[src/rtl/count4_down_pkg.sv]
// Shared constants for the count4_down down-counter slice.
package count4_down_pkg;

  localparam int unsigned DEFAULT_WIDTH = 4;

endpackage

[src/rtl/dff_ar.sv]
// 1-bit D flip-flop with asynchronous active-high clear to 0.
module dff_ar (
  input  logic clk,
  input  logic reset,
  input  logic d,
  output logic q
);

  always_ff @(posedge clk or posedge reset) begin
    if (reset) q <= 1'b0;
    else       q <= d;
  end

endmodule

[src/rtl/count4_down.sv]
// Free-running binary down counter with async active-high clear.
// Built as one dff_ar per bit plus a borrow-chain decrementer.
module count4_down
  import count4_down_pkg::*;
#(
  parameter int unsigned WIDTH = DEFAULT_WIDTH
) (
  input  logic             clk,
  input  logic             reset,
  output logic [WIDTH-1:0] q
);

  logic [WIDTH-1:0] b;
  logic [WIDTH-1:0] nxt;

  // A borrow always enters bit 0, so the counter decrements every edge.
  assign b[0] = 1'b1;

  for (genvar i = 0; i < WIDTH; i++) begin : g_bit
    assign nxt[i] = q[i] ^ b[i];

    if (i < WIDTH - 1) begin : g_borrow
      assign b[i+1] = b[i] & ~q[i];
    end

    dff_ar u_dff (
      .clk   (clk),
      .reset (reset),
      .d     (nxt[i]),
      .q     (q[i])
    );
  end

endmodule

[config.mk]
export PLATFORM = sky130hd
export DESIGN_NAME = count4_down
export DESIGN_NICKNAME = d
export VERILOG_FILES = /design/src/rtl/count4_down_pkg.sv /design/src/rtl/dff_ar.sv /design/src/rtl/count4_down.sv
export SDC_FILE = /design/constraint.sdc
export NUM_CORES = 1
export LEC_CHECK = 0
export CORE_AREA = 2 2 39 41
export CTS_BUF_LIST = sky130_fd_sc_hd__clkbuf_4 sky130_fd_sc_hd__clkbuf_8 sky130_fd_sc_hd__clkbuf_16
export DETAILED_ROUTE_END_ITERATION = 7
export DIE_AREA = 0 0 41 43
export HOLD_SLACK_MARGIN = 0.1
export SYNTH_ARGS = -nofsm -noshare
export SYNTH_HDL_FRONTEND = slang
export SYNTH_HIERARCHICAL = 1
export SYNTH_SLANG_ARGS = --single-unit
[constraint.sdc]
create_clock -name clk -period 1.1 [get_ports clk]
set_input_delay 0.11 -clock clk [delete_from_list [all_inputs] [get_ports clk]]
set_output_delay 0.11 -clock clk [all_outputs]
set_load 0.005 [all_outputs]
# Word-level counts from Yosys, hierarchy flattened
# Index checks and enable logic that the tools add are counted.
[classes]
n_addsub = 0
mul = 0
div = 0
magnitude_cmp = 0
eq_ne = 0
shifts = 0
mux = 0
bitwise_logic = 8
n_reduce_logical = 0
[op_table]
columns = ["cell", "n"]
rows = [
  ["$not 1->1", 3],
  ["$xor 1x1->1", 3],
  ["$and 1x1->1", 2],
]
[totals]
ff_bits = 4
latch_bits = 0
ram_bits = 0
mem_bits_ro = 0
input_bits = 2
output_inout_bits = 4
elab_cells = 12
memories = 0

# Depth between registers and ports, before layout
[depth]
ltp_word = 4
depth_mapped = 4
ltp_nobuf = 4

# Modules after synthesis
# The synthesis kept the hierarchy.
[modules_own_cells]
columns = ["mod", "n_inst", "cells_each", "area_each_um2", "seq_area_each_um2"]
rows = [
  ["dff_ar", 4, 2, 28.8, 25.0],
  ["count4_down", 1, 8, 52.6, 0.0],
]

# Worst setup path before layout
# OpenSTA, ideal clock, no wires.
[synth_timing]
path_kind = "flip-flop to flip-flop"
from = "register g_bit[0].u_dff.q"
to = "register g_bit[3].u_dff.q"
setup_time_ns = 0.125
arrival_ns = 0.899
t_required_ns = 0.975
path_slack_ns = 0.076
path_stages_with_launch = 5
path_buffers = 0
synth_period_minus_slack_ns = 1.024
path_cell_list = "dfrtp_1 inv_1 ha_1 ha_1 xor2_1"
[synth_between]
elab_chain_len = 4
[synth_rtl]
columns = ["element", "line_no", "source"]
rows = [
  ["from (decl)", "dff_ar.sv:6", "output logic q"],
  ["from (signal assigned)", "dff_ar.sv:10", "if (reset) q <= 1'b0;"],
  ["from (signal assigned)", "dff_ar.sv:11", "else q <= d;"],
  ["$not 1->1", "count4_down.sv:23", "assign b[i+1] = b[i] & ~q[i];"],
  ["net b[1]", "count4_down.sv:13", "logic [WIDTH-1:0] b;"],
  ["$and 1x1->1 (2 in a row)", "count4_down.sv:23", ""],
  ["$xor 1x1->1", "count4_down.sv:20", "assign nxt[i] = q[i] ^ b[i];"],
  ["net nxt[3]", "count4_down.sv:14", "logic [WIDTH-1:0] nxt;"],
  ["to (signal assigned)", "dff_ar.sv:10", ""],
  ["to (signal assigned)", "dff_ar.sv:11", ""],
  ["to (decl)", "dff_ar.sv:6", ""],
]
# The timed path passes the listed nets, and every way through them passes these cells.

# Final worst setup path
# Ends and elaborated chain as after synthesis.

==> results <==
==> cell type report <==
type	instances	area (um^2)	area share
multi-input combinational	3	36.28	0.1368
timing repair buffer	6	52.55	0.1981
tap	16	20.02	0.07547
inverter	9	33.78	0.1274
clock buffer	3	22.52	0.08491
sequential	4	100.1	0.3774
==> power breakdown <==
part / switching [mW] / internal [mW] / leakage [nW] / total (mW)
clock: 0.0487 / 0.121 / 0.0138 / 0.170
sequential: 0 / 0.148 / 0.0355 / 0.148
combinational: 0.00451 / 0.00409 / 0.0936 / 0.00859
==> routing by layer <==
metal	part of all wire	global-route usage	vias up	wire length [um]
li1	-	-	59	-
met1	0.38	0.02885	53	93
met2	0.54	0.05313	4	132
met3	0.078	0	0	19
met4	0	0.08000	0	0
met5	0	0	-	0
==> worst max-delay path, delay by kind of cell, from the launching register on <==
kind	cells	cell delay (ns)
flip-flops	1	0.33
adder cells (fa/ha/maj)	2	0.36
buffers and inverters	1	0.05
XOR/XNOR	1	0.16
==> cells in the final DEF (no fill, tap or decap) <==
| master | Yosys | final |
|---|---|---|
| clkbuf_4 | 0 | 3 |
| xor2_1 | 1 | 1 |
| ha_1 | 2 | 1 |
| inv_1 | 9 | 9 |
| dfrtp_1 | 4 | 4 |
| buf_4 | 0 | 1 |
| dlygate4sd2_1 | 0 | 4 |
| ha_2 | 0 | 1 |
| clkdlybuf4s50_1 | 0 | 1 |
==> logic make-up (layout without fill, tap and decap cells) <==
kind of cell             after synthesis  count (layout)  share of synthesized area
buffers and inverters                  9              18                     0.2015
flip-flops                             4               4                     0.5970
adder cells (fa/ha/maj)                2               2                     0.1492
XOR/XNOR                               1               1                    0.05225
==> path summary, 6_finish.rpt <==
kind                                                 start                          to  slack, ns
worst max-delay path            g_bit[0].u_dff/q$_DFF_PP0_  g_bit[3].u_dff/q$_DFF_PP0_       0.08
worst min-delay path                                 reset  g_bit[0].u_dff/q$_DFF_PP0_       0.12
worst min register to register  g_bit[0].u_dff/q$_DFF_PP0_  g_bit[0].u_dff/q$_DFF_PP0_       0.43
worst max register to register  g_bit[0].u_dff/q$_DFF_PP0_  g_bit[3].u_dff/q$_DFF_PP0_       0.08
min in group clk                g_bit[0].u_dff/q$_DFF_PP0_  g_bit[0].u_dff/q$_DFF_PP0_       0.43
max in group asynchronous                            reset  g_bit[3].u_dff/q$_DFF_PP0_       0.88
==> stage by stage <==
step	std cells	worst slack [ns]	cell area [um^2]	power (mW)
global placement	37	0.07175	237.7	0.1583
global route	41	0.0003507	265.3	0.3488
finish	41	0.07554	265.3	0.3266
floorplan	16	0.07594	167.7	0.1532
CTS	41	0.04066	262.8	0.3350
detailed placement	37	0.04445	237.7	0.1587
==> repair_timing <==
action                     CTS  global route
pin swaps                    0             0
setup buffers                1             0
setup endpoints to repair    4             1
gates resized for setup      4             1
==> key figures <==
Worst setup path
  • Crit path max fanout: 2
  • Critical Path Slowest Stage Cell: dfrtp_1
  • Crit-path cells: inv_1, ha_1, ha_2, xor2_1
  • Crit path launch type: register
  • Type of the setup path with the least slack: register to register
  • Crit end category: register
  • Worst stage delay on the critical path: ~0.33 ns
  • Count of cells along the worst register-to-register path: 4
  • Arrival @ worst endpoint: 1.13 ns
  • CP Data Required Time: 1.20 ns

Detailed routing
  • Wire length per cell: 5.951 um
  • Length of the first detailed-routing pass in iterations: 2
  • Total number of vias: 116
  • Via-per-instance ratio: between 2 and 3
  • Count of antenna-violating nets left after detailed routing: 0
  • Wire length after detailed routing: 244 um
  • Remaining routing DRC violations: 0
  • Number of violations reported at the end of detailed-routing iteration 0: 3

Timing
  • Slew Limit Fails: 0
  • Portion of the clock cycle consumed by the worst path in the final layout: 0.9313
  • Relative slew slack: 0.9028
  • Unrepaired setup endpoints after global routing: false
  • Time the worst path needs with I/O delays and setup: 1.024 ns
  • Setup TNS Final: 0 ns
  • Max Clk Rate: 976.1 MHz
  • Setup violations, final: 0
  • Setup clock skew after layout: 0.004217 ns
  • Final Hold Violating Endpoints: 0
  • Slew @ Worst Pin: 0.1453 ns
  • Min Hold Slack: 0.1177 ns

Pwr
  • Maximum VDD drop: about 0.00019 V
  • Static Leakage: 0.1429 nW
  • Power density normalized to cell area: 1231 nW/um^2

Global routing
  • Total overflow reported by the global router: 0
  • Number of global-route vias before repair: roughly 120
  • Antenna violations before repair: 0
  • Wire length of the first global-routing pass: 393 um
  • Largest net degree at the start of global routing: 5
  • GR Util All Layers: 0.03811

Cells and area
  • Count of fill cells added during filler insertion: 161
  • Biggest register: g_bit.u_dff/q
  • Antenna diodes: 0
  • Largest registers: g_bit.u_dff/q (4)
  • Layout cells sized above 1: 0.2000
  • Area growth from synthesis to layout: 58.21%
  • Final core utilization: 0.1917
  • Flip-flop count of the largest register after layout: 4
  • Final net count: 31

Logic synthesis
  • Cell type contributing the most total cell area after synthesis: dfrtp_1
  • Post-synth ARST share: 1.000
  • Commonest register cell after synthesis: dfrtp_1
  • Number of enable flip-flop cells after synthesis: 0
  • Syn Area/Cell: roughly 10 um^2
  • Synthesized Nets: 20
  • Area contributors post-synth: dfrtp_1 (60%), inv_1 (20%), ha_1 (15%)
  • Total of flip-flops plus latches after synthesis: 4
  • Most frequently used cell type in the post-synthesis netlist: inv_1
  • Number of distinct standard cells referenced by the synthesized netlist: 4
  • Count of warnings emitted by yosys: 6
  • Synthesized cell area: 167.7 um^2
  • Area share of the largest cell type after synthesis: 0.5970
  • Syn Inst Count: 16
  • Top cells by instance count after synthesis: inv_1 (9), dfrtp_1 (4), ha_1 (2)
  • Part of the Yosys area used for sequential elements: 0.5970

Clocking
  • Number of buffers added to fix hold violations after cts: 0
  • Root Driver: clkbuf_4
  • Clock slew at the register clock pins of the worst setup and hold paths: 0.04 ns
  • Total clock sinks: 4
  • Clk_lat worst skew: 0.23 ns
  • Clock tree from TritonCTS: built
  • Longest Clk Path Bufs: 2
  • Num CTS Buffers: 3
  • H-tree Lvls: 1

Status
  • Status: finished, final reports clean

Hold path
  • Class of the most critical hold timing path: input pin to async pin

Die
  • Die width: about 40 um
  • Effective utilization at floorplan: 0.1212
  • Number of I/O pins: 6
  • Core Region: 1384 um^2
  • Die area: 1763 um^2
  • Vertical die dimension: ~43 um
  • Cell Rows: 14

Place
  • Global placement routability congestion: 0.5001
  • Port Buffer Count: 5
  • Detailed-placement wirelength estimate: approximately 210 um

Flow run
  • Maxcap violations: 0
Power figures use the tool's default switching activity.
